[config.mk]
export PLATFORM = sky130hd
export DESIGN_NAME = fabric_spi_flash_responder
export DESIGN_NICKNAME = d
export VERILOG_FILES = /design/src/rtl/fabric_spi_flash_responder.sv
export SDC_FILE = /design/constraint.sdc
export NUM_CORES = 1
export LEC_CHECK = 0
export BUFFER_PORTS_ARGS = -buffer_cell sky130_fd_sc_hd__buf_2
export CORE_MARGIN = 2
export CORE_UTILIZATION = 58
export DETAILED_ROUTE_END_ITERATION = 6
export PLACE_DENSITY_LB_ADDON = 0.12
export SLEW_MARGIN = 20
export SYNTH_ARGS = -nofsm -noshare
export SYNTH_HDL_FRONTEND = slang
export SYNTH_SLANG_ARGS = --single-unit
[constraint.sdc]
create_clock -name clk_i -period 3.4 [get_ports clk_i]
set_input_delay 0.17 -clock clk_i [delete_from_list [all_inputs] [get_ports clk_i]]
set_output_delay 0.17 -clock clk_i [all_outputs]
set_load 0.01 [all_outputs]
[src/rtl/fabric_spi_flash_responder.sv]
// SPI mode-0 target serving READ (0x03) + 24-bit address from a synchronous word memory.
// All SPI pins are oversampled in the clk_i domain; edges come from the synchronised sclk.
module fabric_spi_flash_responder #(
  parameter int          MEM_AW   = 10,
  parameter logic [7:0]  READ_CMD = 8'h03,
  parameter int          SYNC_FF  = 2
) (
  input  logic              clk_i,
  input  logic              rst_i,
  input  logic              sclk_i,
  input  logic              cs_ni,
  input  logic              mosi_i,
  output logic              miso_o,
  output logic              miso_oe_o,
  output logic              mem_en_o,
  output logic [MEM_AW-1:0] mem_addr_o,
  input  logic [31:0]       mem_rdata_i,
  output logic              busy_o
);

  typedef enum logic [2:0] {IDLE, CMD, ADDR, DATA, IGNORE} state_t;

  logic [SYNC_FF-1:0] sclk_sync, cs_sync, mosi_sync;
  logic               sclk_d;
  logic               sclk_s, cs_s, mosi_s, rise, fall;

  state_t      state;
  logic [4:0]  bit_cnt;
  logic [23:0] shreg, addr;
  logic [31:0] wbuf;
  logic        rd_pend;
  logic [6:0]  tx_sh;
  logic [2:0]  tx_cnt;

  logic [23:0] shift_in, addr_inc;
  logic [31:0] word_src;
  logic [7:0]  byte_sel;

  assign sclk_s = sclk_sync[SYNC_FF-1];
  assign cs_s   = cs_sync[SYNC_FF-1];
  assign mosi_s = mosi_sync[SYNC_FF-1];
  assign rise   = sclk_s & ~sclk_d;
  assign fall   = ~sclk_s & sclk_d;

  always_ff @(posedge clk_i or posedge rst_i) begin
    if (rst_i) begin
      sclk_sync <= '0;
      cs_sync   <= '1;
      mosi_sync <= '0;
      sclk_d    <= 1'b0;
    end else begin
      sclk_sync <= {sclk_sync[SYNC_FF-2:0], sclk_i};
      cs_sync   <= {cs_sync[SYNC_FF-2:0], cs_ni};
      mosi_sync <= {mosi_sync[SYNC_FF-2:0], mosi_i};
      sclk_d    <= sclk_s;
    end
  end

  // The first word can land on the same cycle as the first fall, so bypass the buffer.
  always_comb begin
    shift_in = {shreg[22:0], mosi_s};
    addr_inc = addr + 24'd1;
    word_src = rd_pend ? mem_rdata_i : wbuf;
    byte_sel = 8'h00;
    case (addr[1:0])
      2'd0: byte_sel = word_src[31:24];
      2'd1: byte_sel = word_src[23:16];
      2'd2: byte_sel = word_src[15:8];
      2'd3: byte_sel = word_src[7:0];
      default: byte_sel = 8'h00;
    endcase
  end

  always_ff @(posedge clk_i or posedge rst_i) begin
    if (rst_i) begin
      state      <= IDLE;
      bit_cnt    <= '0;
      shreg      <= '0;
      addr       <= '0;
      wbuf       <= '0;
      rd_pend    <= 1'b0;
      tx_sh      <= '0;
      tx_cnt     <= '0;
      miso_o     <= 1'b0;
      miso_oe_o  <= 1'b0;
      mem_en_o   <= 1'b0;
      mem_addr_o <= '0;
      busy_o     <= 1'b0;
    end else begin
      mem_en_o <= 1'b0;
      rd_pend  <= mem_en_o;
      busy_o   <= ~cs_s;
      if (rd_pend) wbuf <= mem_rdata_i;
      if (cs_s) begin
        state     <= IDLE;
        bit_cnt   <= '0;
        tx_cnt    <= '0;
        miso_o    <= 1'b0;
        miso_oe_o <= 1'b0;
        rd_pend   <= 1'b0;
      end else begin
        case (state)
          IDLE: begin
            state   <= CMD;
            bit_cnt <= '0;
          end
          CMD: if (rise) begin
            shreg <= shift_in;
            if (bit_cnt == 5'd7) begin
              bit_cnt <= '0;
              state   <= (shift_in[7:0] == READ_CMD) ? ADDR : IGNORE;
            end else begin
              bit_cnt <= bit_cnt + 5'd1;
            end
          end
          ADDR: if (rise) begin
            shreg <= shift_in;
            if (bit_cnt == 5'd23) begin
              addr       <= shift_in;
              mem_en_o   <= 1'b1;
              mem_addr_o <= shift_in[MEM_AW+1:2];
              miso_oe_o  <= 1'b1;
              tx_cnt     <= '0;
              state      <= DATA;
            end else begin
              bit_cnt <= bit_cnt + 5'd1;
            end
          end
          DATA: if (fall) begin
            if (tx_cnt == 3'd0) begin
              miso_o <= byte_sel[7];
              tx_sh  <= byte_sel[6:0];
              // Last byte of the word is now in the shifter: fetch the next word.
              if (addr[1:0] == 2'd3) begin
                mem_en_o   <= 1'b1;
                mem_addr_o <= addr_inc[MEM_AW+1:2];
              end
            end else begin
              miso_o <= tx_sh[6];
              tx_sh  <= {tx_sh[5:0], 1'b0};
            end
            tx_cnt <= tx_cnt + 3'd1;
            if (tx_cnt == 3'd7) addr <= addr_inc;
          end
          default: ;
        endcase
      end
    end
  end

endmodule

==> impl_metrics.csv, run 1 <==
group,metric,value,unit
outcome,status,"complete, no violations",
logic_synthesis,synthTopCellsByArea,"dfrtp_1 (51%), mux2_2 (11%), mux2_1 (3.4%)",
timing,slew_headroom,0.475,
logic_synthesis,seq_area_frac_synth,0.517,
global_routing,grt-ovfl-total,0,
critical_path,cp-end-kind,"flip-flop",
drt,vias,3287,
logic_synthesis,yosysMostFrequentCell,"dfrtp_1",
drt,routed_wl,9210,µm
clock_tree,cts_tree,"built",
die,start_util,0.596,
timing,tightestPinTransition,0.787,ns
critical_path,crit_family,"simple AND/OR/NAND/NOR gates",
layout,syn2layout_area_growth,11.9,%
drt,drt_iter0_drc,167,
die,fp.coreArea,7730,µm²
global_routing,grt_util_all_layers,0.224,
critical_path,critPathKind,"reg2reg",
logic_synthesis,yosysUniqueCellTypes,65,
placement,gp_congestion,0.861,
critical_path,worst-path-buf-inv,1,
layout,antennaDiodeCount,0,
die,pin_count,51,
critical_path,critical-path-slowest-cell,"o211ai_4",
timing,post-route-period-util,0.653,
timing,setup-violations-final,0,
power,peakVddDrop,287,µV
critical_path,path_cells,"inv_1 > ha_1 > nand2b_1 > nor2_1 > o211ai_4 > mux2_1",
placement,io_buffers,50,
logic_synthesis,synthArstFlopShare,1.00,
timing,hold_viol_final,0,
logic_synthesis,synth_top_area_cell,"dfrtp_1",
logic_synthesis,syn_inst,400,
global_routing,antenna_found_initial,0,
clock_tree,cts_sinks,95,
clock_tree,clkTransAtPathRegs,0.10,ns
drt,wl_per_cell,16.6,µm
timing,fmax,0.450,GHz
logic_synthesis,postSynthNetCount,445,
power,leakagePower,2.38,nW
logic_synthesis,synth_top_flop_cell,"dfrtp_1",
clock_tree,cts_root_buf,"clkbuf_8",
critical_path,worst_ep_arrival_time,2.46,ns
global_routing,grt_max_degree,44,
timing,fin_crit,2.22,ns
global_routing,grt_pass1_wl,15300,µm
logic_synthesis,yosys-top-cells-count,"dfrtp_1 (93), mux2_2 (44), nand2_1 (24)",
timing,clock_skew,0.0140,ns
layout,drive_gt1_frac,0.290,
clock_tree,cts_buffer_depth,2,
logic_synthesis,synth_warnings,0,
drt,drc,0,
drt,antenna_left,0,
clock_tree,numCtsBuffers,9,
job,max_cap_violations,0,
critical_path,cp.required,3.64,ns
power,powerDensity,443,nW/µm²
min_path,worstHoldPathType,"in2reg",
drt,dr.pass1.iters,5,
layout,nFillCells,603,
clock_tree,cts-resized-gates,0,
logic_synthesis,syn_avg_cell_area,11.5,µm²
clock_tree,htreeDepth,3,
timing,final_max_slew_viol_count,0,
drt,viasPerCell,5.93,
timing,rsz0062_at_grt,"false",
critical_path,cp-start-kind,"flip-flop",
placement,dp_hpwl,6620,µm
logic_synthesis,synth_edf_count,0,
clock_tree,worstSkewPairLatency,0.36,ns
die,rows,32,
die,die_y,93.1,µm
logic_synthesis,syn_area,4610,µm²
timing,fin_tns_setup,0,ns
die,die_w,93.1,µm
layout,nets,492,
global_routing,grt_pass1_vias,3226,
logic_synthesis,yosys.area.top_type_share,0.505,
critical_path,cp_max_fo,15,
logic_synthesis,synth_seq_cells,95,
critical_path,cpPeakStageDelay,0.43,ns
timing,whs,0.0488,ns
die,die_area,8670,µm²
cell type report:
class / instances / area (µm²) / share of cell area
Inverter: 14 / 53.8 / 0.0104
Sequential cell: 95 / 2380 / 0.462
Timing Repair Buffer: 58 / 320 / 0.0621
Clock inverter: 6 / 68.8 / 0.0133
Clock buffer: 10 / 128 / 0.0248
Tap cell: 102 / 128 / 0.0248
Multi-Input combinational cell: 269 / 2080 / 0.403
routing by layer:
metal | track usage | wire length (µm) | vias to the layer above
met3 | 0.0346 | 386 | 18
met1 | 0.308 | 4220 | 1621
met4 | 0.0956 | 250 | 0
met2 | 0.357 | 4360 | 84
li1 | - | - | 1564
met5 | 0 | 0 | -
path summary, 6_finish.rpt:
path	from	to	slack (ns)	cells after the start
min in group asynchronous	rst_i	wbuf[1]	0.30	3
worst max-delay path	tx_cnt[0]	mem_addr_o[4]	1.18	6
worst min register to register	sclk_sync[0]	sclk_sync[1]	0.36	0
worst max register to register	tx_cnt[0]	mem_addr_o[4]	1.18	6
max in group asynchronous	rst_i	cs_sync[1]	2.23	4
worst min-delay path	mem_rdata_i[3]	wbuf[3]	0.05	2
layout by cell type (no fill, tap or decap), types with 3 or more instances in the layout:
cell	n
dlygate4sd3_1	4
mux2_2	44
mux2_1	14
nand4_1	5
a31oi_1	16
a22oi_1	7
nand3b_1	5
o21ai_0	11
nor2_1	23
dfrtp_1	93
inv_1	12
nand2_1	24
nand2b_1	6
ha_1	8
o31ai_1	6
buf_4	4
o2bb2ai_1	3
a21oi_1	13
or4_1	4
buf_2	50
mux2i_1	4
nor4_1	3
nand3_1	12
o211ai_1	7
clkbuf_8	9
a211o_1	7
nor2b_1	4
stage by stage:
| stage | instance area [µm²] | utilization | setup WS (ns) | cells | power (mW) |
|---|---|---|---|---|---|
| floorplan | 4610 | - | 0.756 | 400 | 1.47 |
| global placement | 4920 | 0.637 | 1.29 | 534 | 1.55 |
| detailed placement | 4920 | 0.637 | 1.21 | 534 | 1.55 |
| CTS | 5160 | 0.667 | 1.18 | 554 | 2.30 |
| global route | 5160 | 0.667 | 0.968 | 554 | 2.40 |
| finish | 5160 | 0.667 | 1.18 | 554 | 2.29 |
worst register-to-register path, stage by stage (launching register included):
cell and delay, ns:
dfrtp_1 0.36, inv_1 0.07, ha_1 0.20, nand2b_1 0.41
nor2_1 0.24, o211ai_4 0.43, mux2_1 0.39
flip-flops by register name, indices dropped and copies added, names as in the netlist, 3 cells and up:
register	count
addr	12
mem_addr_o	10
tx_cnt	3
wbuf	32
state	3
tx_sh	7
bit_cnt	5
shreg	11
cells by family (layout without fill, tap and decap cells):
group | Yosys count | in the layout | synth area share
buffers and inverters | 36 | 88 | 0.0323
AOI/OAI and AO/OA | 94 | 94 | 0.152
adders and majority gates | 8 | 8 | 0.0217
xor gates and xnor gates | 4 | 4 | 0.00761
and+or+nand+nor | 101 | 101 | 0.120
muxes | 62 | 62 | 0.150
DFF | 95 | 95 | 0.517
power breakdown:
group	internal, mW	total, mW	switching (mW)
sequential	1.18	1.25	0.0708
clock	0.346	0.750	0.404
combinational	0.129	0.285	0.156
total	1.65	2.28	0.631
what timing repair did:
| action | 4_1_cts | 5_1_grt |
|---|---|---|
| setup buffers | 0 | 0 |
| hold buffers | 4 | 0 |
| setup endpoints to repair | 0 | 0 |
| endpoints found under the hold margin | 24 | 0 |
Note: power is estimated with default switching activity, not from simulation.
==> run 2, diff against run 1 <==
--- a/config.mk
+++ b/config.mk
@@ -7,7 +7,7 @@
 export LEC_CHECK = 0
 export BUFFER_PORTS_ARGS = -buffer_cell sky130_fd_sc_hd__buf_2
 export CORE_MARGIN = 2
-export CORE_UTILIZATION = 58
+export CORE_UTILIZATION = 53
 export DETAILED_ROUTE_END_ITERATION = 6
 export PLACE_DENSITY_LB_ADDON = 0.12
 export SLEW_MARGIN = 20
==> constraint.sdc (replaced) <==
create_clock -name clk_i -period 2 [get_ports clk_i]
set_input_delay 0.1 -clock clk_i [delete_from_list [all_inputs] [get_ports clk_i]]
set_output_delay 0.1 -clock clk_i [all_outputs]
set_load 0.01 [all_outputs]
==> impl_metrics.csv, run 2 (synthesized netlist as in run 1, its figures left out) <==
group,metric,value,unit
die,rows,34,
drt,vias,3372,
layout,nFillCells,667,
power,power.total,4.08,mW
drt,drc,0,
die,die_area,9450,µm²
layout,layout_commonest_cell,"dfrtp_1",
clock_tree,cts_sinks,95,
timing,tightestPinTransition,0.486,ns
layout,final_cells,607,
clock_tree,numCtsBuffers,9,
global_routing,grt_max_degree,96,
layout,top_register,"wbuf",
critical_path,worst_ep_arrival_time,2.17,ns
clock_tree,cts_buffer_depth,2,
die,start_util,0.536,
timing,whs,0.357,ns
layout,nets,539,
drt,drt_iter0_drc,170,
drt,viasPerCell,5.56,
layout,drive_gt1_frac,0.297,
placement,place_area,5070,µm²
global_routing,grt_util_all_layers,0.213,
timing,hold_viol_final,0,
critical_path,cp-end-kind,"flip-flop",
placement,io_buffers,50,
timing,post-route-period-util,0.957,
layout,top_regs,"wbuf x32, addr x12, shreg x11",
timing,slew_headroom,0.676,
job,max_cap_violations,0,
timing,fin_crit,1.91,ns
die,pin_count,51,
layout,final_area,5640,µm²
layout,antennaDiodeCount,0,
power,powerDensity,723,nW/µm²
drt,wl_per_cell,15.8,µm
timing,clock_skew,0.0141,ns
placement,dp_hpwl,6410,µm
critical_path,cp_max_fo,6,
layout,largest_register_ffs,32,
layout,register_area,2380,µm²
timing,setup-violations-final,0,
clock_tree,worstSkewPairLatency,0.36,ns
timing,final_max_slew_viol_count,0,
global_routing,grt-ovfl-total,0,
clock_tree,htreeDepth,3,
timing,setup_slack,0.0853,ns
critical_path,cp-start-kind,"flip-flop",
critical_path,cp.required,2.25,ns
clock_tree,cts_root_buf,"clkbuf_8",
die,die_y,97.2,µm
clock_tree,clkTransAtPathRegs,0.10,ns
placement,preCtsSetupSlack,0.118,ns
drt,routed_wl,9580,µm
power,leakagePower,2.61,nW
die,fp.coreArea,8590,µm²
global_routing,antenna_found_initial,0,
power,peakVddDrop,539,µV
clock_tree,cts_tree,"built",
layout,multi_input_area,2080,µm²
timing,fmax,0.522,GHz
drt,antenna_left,0,
critical_path,critPathKind,"reg2reg",
placement,dp_cells,555,
layout,layout_common_cells,"dfrtp_1 (93), buf_2 (50), mux2_2 (44), dlygate4sd3_1 (36), nand2_1 (24)",
layout,syn2layout_area_growth,22.4,%
drt,dr.pass1.iters,4,
die,die_w,97.2,µm
outcome,status,"complete, no violations",
placement,gp_congestion,0.825,
global_routing,grt_pass1_vias,3315,
min_path,worstHoldPathType,"reg2reg",
global_routing,grt_pass1_wl,16200,µm
[run 2: path summary, 6_finish.rpt]
check,from,end,slack (ns),cells after the start
max in group asynchronous,rst_i,cs_sync[0],1.20,4
hold / removal,mosi_sync[0],mosi_sync[1],0.36,0
min in group asynchronous,rst_i,wbuf[22],0.41,4
hold reg to reg,mosi_sync[0],mosi_sync[1],0.36,0
setup / recovery,bit_cnt[0],bit_cnt[4],0.09,6
setup reg to reg,bit_cnt[0],bit_cnt[4],0.09,6
[run 2: area by class of cell]
| type | count | area share |
|---|---|---|
| flip-flops and latches | 95 | 0.422 |
| clock inverters | 7 | 0.0149 |
| inverters | 14 | 0.00998 |
| well taps | 108 | 0.0240 |
| clock buffers | 9 | 0.0220 |
| repair buffers | 105 | 0.138 |
| multi-input cells | 269 | 0.369 |
[run 2: what timing repair did]
| action | CTS | global route |
|---|---|---|
| buffers inserted | 0 | 0 |
| gates resized for setup | 0 | 1 |
| setup endpoints to repair | 0 | 1 |
| hold endpoints to repair | 127 | 1 |
| hold buffers | 35 | 1 |
[run 2: power breakdown]
| group | leakage, nW | internal (mW) | switching, mW |
|---|---|---|---|
| sequential | 1.27 | 2.01 | 0.0851 |
| clock | 0.103 | 0.606 | 0.742 |
| combinational | 1.23 | 0.313 | 0.326 |
| total | 2.61 | 2.92 | 1.15 |
[run 2: routing by layer]
metal	track usage	vias up	routed length, µm
met3	0.0424	6	350
met2	0.333	71	4530
met5	0	-	0
met4	0.0502	0	74
li1	-	1658	-
met1	0.309	1637	4620
[run 2: worst max-delay path: stages (launching register included)]
cell and delay, ns:
dfrtp_1 0.42, ha_1 0.22, buf_4 0.15, and4b_1 0.19, o211a_1 0.27, or2_1 0.30, a22o_1 0.25
[run 2: per-stage QoR]
step           setup TNS, ns   util
2_1_floorplan              0      -
3_3_place_gp               0  0.590
3_5_place_dp               0  0.590
4_1_cts                    0  0.655
5_1_grt             -0.00274  0.656
6_report                   0  0.656
==> run 3, diff against run 2 <==
--- a/config.mk
+++ b/config.mk
@@ -5,6 +5,7 @@
 export SDC_FILE = /design/constraint.sdc
 export NUM_CORES = 1
 export LEC_CHECK = 0
+export ABC_AREA = 1
 export BUFFER_PORTS_ARGS = -buffer_cell sky130_fd_sc_hd__buf_2
 export CORE_MARGIN = 2
 export CORE_UTILIZATION = 53
==> impl_metrics.csv, run 3 <==
group,metric,value,unit
drt,wl_met1,5150,µm
layout,nets,750,
power,p_sw_frac,0.297,
logic_synthesis,postSynthNetCount,680,
logic_synthesis,seq_area_frac_synth,0.491,
logic_synthesis,synth_compound_area_frac,0.0963,
timing,final_max_slew_viol_count,0,
critical_path,cp-end-kind,"flip-flop",
layout,layout_common_cells,"nand2_1 (223), dfrtp_1 (93), inv_1 (76), nand3_1 (51), buf_2 (50)",
logic_synthesis,yosysUniqueCellTypes,27,
critical_path,ff2ff_setup_slack,0.29,ns
clock_tree,cts_setup_buffers,0,
global_routing,grt_util_all_layers,0.233,
placement,place_area,5270,µm²
logic_synthesis,synth_seq_cells,95,
die,rows,34,
timing,fin_crit,1.71,ns
power,switching_power,1.28,mW
clock_tree,cts_tree,"built",
clock_tree,htreeDepth,3,
drt,top_layer,"met4",
power,intPower,3.03,mW
clock_tree,clkTransAtPathRegs,0.09,ns
die,die_area,9930,µm²
logic_synthesis,synthTopCellsByArea,"dfrtp_1 (48%), nand2_1 (17%), inv_1 (6.0%)",
critical_path,cp.required,2.29,ns
layout,syn2layout_area_growth,15.9,%
logic_synthesis,yosys-top-cells-count,"nand2_1 (224), dfrtp_1 (93), inv_1 (77)",
critical_path,critPathKind,"reg2reg",
timing,tightestPinTransition,0.597,ns
critical_path,worst_ep_arrival_time,2.01,ns
clock_tree,cts_root_buf,"clkbuf_8",
placement,io_buffers,50,
timing,slew_headroom,0.601,
global_routing,grt-ovfl-total,0,
drt,wl_per_cell,12.9,µm
job,max_cap_violations,0,
logic_synthesis,muxShareOfSynthArea,0,
drt,wl_met3,398,µm
global_routing,grt_max_degree,48,
logic_synthesis,synth_top_area_cell,"dfrtp_1",
global_routing,antenna_found_initial,0,
timing,clock_skew,0.00896,ns
drt,viasPerCell,5.09,
layout,largest_register_ffs,32,
power,pwr-share-clk,0.312,
drt,drc,0,
drt,antenna_left,0,
min_path,worstHoldPathType,"in2reg",
die,die_w,99.6,µm
drt,routed_wl,10500,µm
clock_tree,numCtsBuffers,9,
timing,hold_viol_final,0,
drt,drt_iter0_drc,236,
global_routing,grt_pass1_wl,18600,µm
logic_synthesis,synth_top_family_by_area,"simple AND/OR/NAND/NOR gates",
logic_synthesis,syn_area,4850,µm²
logic_synthesis,yosys.area.top_type_share,0.480,
min_path,holdPathEnd,"wbuf[2]",
critical_path,cp-start-kind,"flip-flop",
logic_synthesis,synth_simple_gate_area_frac,0.306,
logic_synthesis,syn_inst,635,
logic_synthesis,synth-xor-area-share,0.00181,
min_path,holdPathStages,4,
outcome,status,"complete, no violations",
logic_synthesis,yosysMostFrequentCell,"nand2_1",
timing,fin_tns_setup,0,ns
min_path,min_from,"mem_rdata_i[2]",
layout,final_cells,818,
logic_synthesis,syn_avg_cell_area,7.64,µm²
placement,dp_hpwl,7500,µm
power,powerDensity,766,nW/µm²
layout,layout_commonest_cell,"nand2_1",
logic_synthesis,synth_edf_count,0,
timing,setup-violations-final,0,
layout,antennaDiodeCount,0,
die,pin_count,51,
critical_path,cp_max_fo,14,
die,start_util,0.551,
die,fp.coreArea,8810,µm²
critical_path,reg2reg_from,"bit_cnt[0]",
clock_tree,cts_buffer_depth,2,
clock_tree,cts_sinks,95,
power,seq_power_share,0.518,
clock_tree,worstSkewPairLatency,0.37,ns
placement,dp_cells,788,
global_routing,grt_pass1_vias,4097,
critical_path,ff2ff_path_depth,8,
power,peakVddDrop,435,µV
placement,gp_congestion,0.830,
drt,vias,4164,
timing,post-route-period-util,0.857,
power,leakagePower,2.91,nW
timing,fmax,0.583,GHz
logic_synthesis,synthArstFlopShare,1.00,
die,die_y,99.6,µm
layout,top_regs,"wbuf x32, addr x12, shreg x11",
layout,drive_gt1_frac,0.158,
drt,wl_met2,4740,µm
logic_synthesis,synth_top_flop_cell,"dfrtp_1",
power,power_frac_comb,0.170,
timing,rsz0062_at_grt,"false",
layout,final_area,5620,µm²
logic_synthesis,synthAdderAreaFrac,0.0206,
layout,nFillCells,766,
logic_synthesis,synth_warnings,0,
layout,top_register,"wbuf",
critical_path,r2r-end,"addr[0]",
drt,dr.pass1.iters,4,
==> run 3: cell types whose count changed in the layout (fill, tap and decap cells not counted), sizes merged, moves of 11 or more <==
| cell | before | now |
|---|---|---|
| a31oi | 16 | 0 |
| dlygate4sd3 | 36 | 14 |
| inv | 18 | 82 |
| mux2 | 58 | 0 |
| nand2 | 24 | 225 |
| nand3 | 12 | 54 |
| nor2 | 25 | 37 |
| o21a | 0 | 16 |
| o21ai | 14 | 37 |
| or2 | 2 | 13 |
==> run 3: worst max-delay path, cell delays in order (launching register included) <==
cell and delay, ns:
dfrtp_1 0.39, ha_1 0.20, nand2_1 0.09, nor2_2 0.13, nand3_1 0.14, a21oi_4 0.37, buf_4 0.21, nand2_1 0.05
o21ai_1 0.07
==> run 3: how the worst max path moves through the flow <==
stage / cells after the start / slack (ns) / start / end
2_1_floorplan: 11 / 0.45 / tx_cnt[0] / mem_addr_o[7]
3_3_place_gp: 8 / 0.30 / state[2] / shreg[8]
3_5_place_dp: 8 / 0.22 / state[2] / shreg[8]
4_1_cts: 8 / 0.20 / state[2] / shreg[8]
5_1_grt: 8 / 0.09 / bit_cnt[1] / addr[0]
6_report: 8 / 0.29 / bit_cnt[0] / addr[0]
==> run 3: layer usage <==
layer  up-vias  GRT usage
li1       2129          -
met1      1923      0.339
met2        89      0.356
met3        23     0.0337
met4         0     0.0927
met5         -          0
==> run 3: final cells by class <==
type                            instances  area, µm²  area share
Clock buffer                           12        155      0.0276
Tap cell                              108        135      0.0241
Multi-Input combinational cell        437       2060       0.367
Inverter                               83        315      0.0561
Timing Repair Buffer                   79        515      0.0918
Clock inverter                          4       53.8     0.00958
Sequential cell                        95       2380       0.424
==> run 3: stage by stage <==
step	utilization	hold slack [ns]	power (mW)	setup WS (ns)
after floorplan	-	0.104	2.74	0.447
after global placement	0.598	0.159	2.95	0.300
after detailed placement	0.598	0.167	2.98	0.219
after CTS	0.638	0.0317	4.33	0.204
after global routing	0.638	0.0551	4.55	0.0857
final	0.638	0.0355	4.30	0.286
==> run 3: power groups by stage <==
stage	logic, mW	clock network [mW]	registers [mW]
floorplan	0.474	0	2.27
global placement	0.692	0	2.26
detailed placement	0.712	0	2.27
CTS	0.736	1.36	2.23
global route	0.851	1.45	2.26
finish	0.733	1.34	2.23
==> run 3: cells by family after synthesis <==
logic type | Yosys count
xor+xnor | 1
compound gates | 80
flops | 95
simple gates | 348
buf+inv | 103
fa+ha+maj | 8
==> run 3: what timing repair did <==
action                     4_1_cts  5_1_grt
resized for setup                0        1
hold endpoints to repair        33        0
hold buffers                    14        0
setup endpoints to repair        0        4
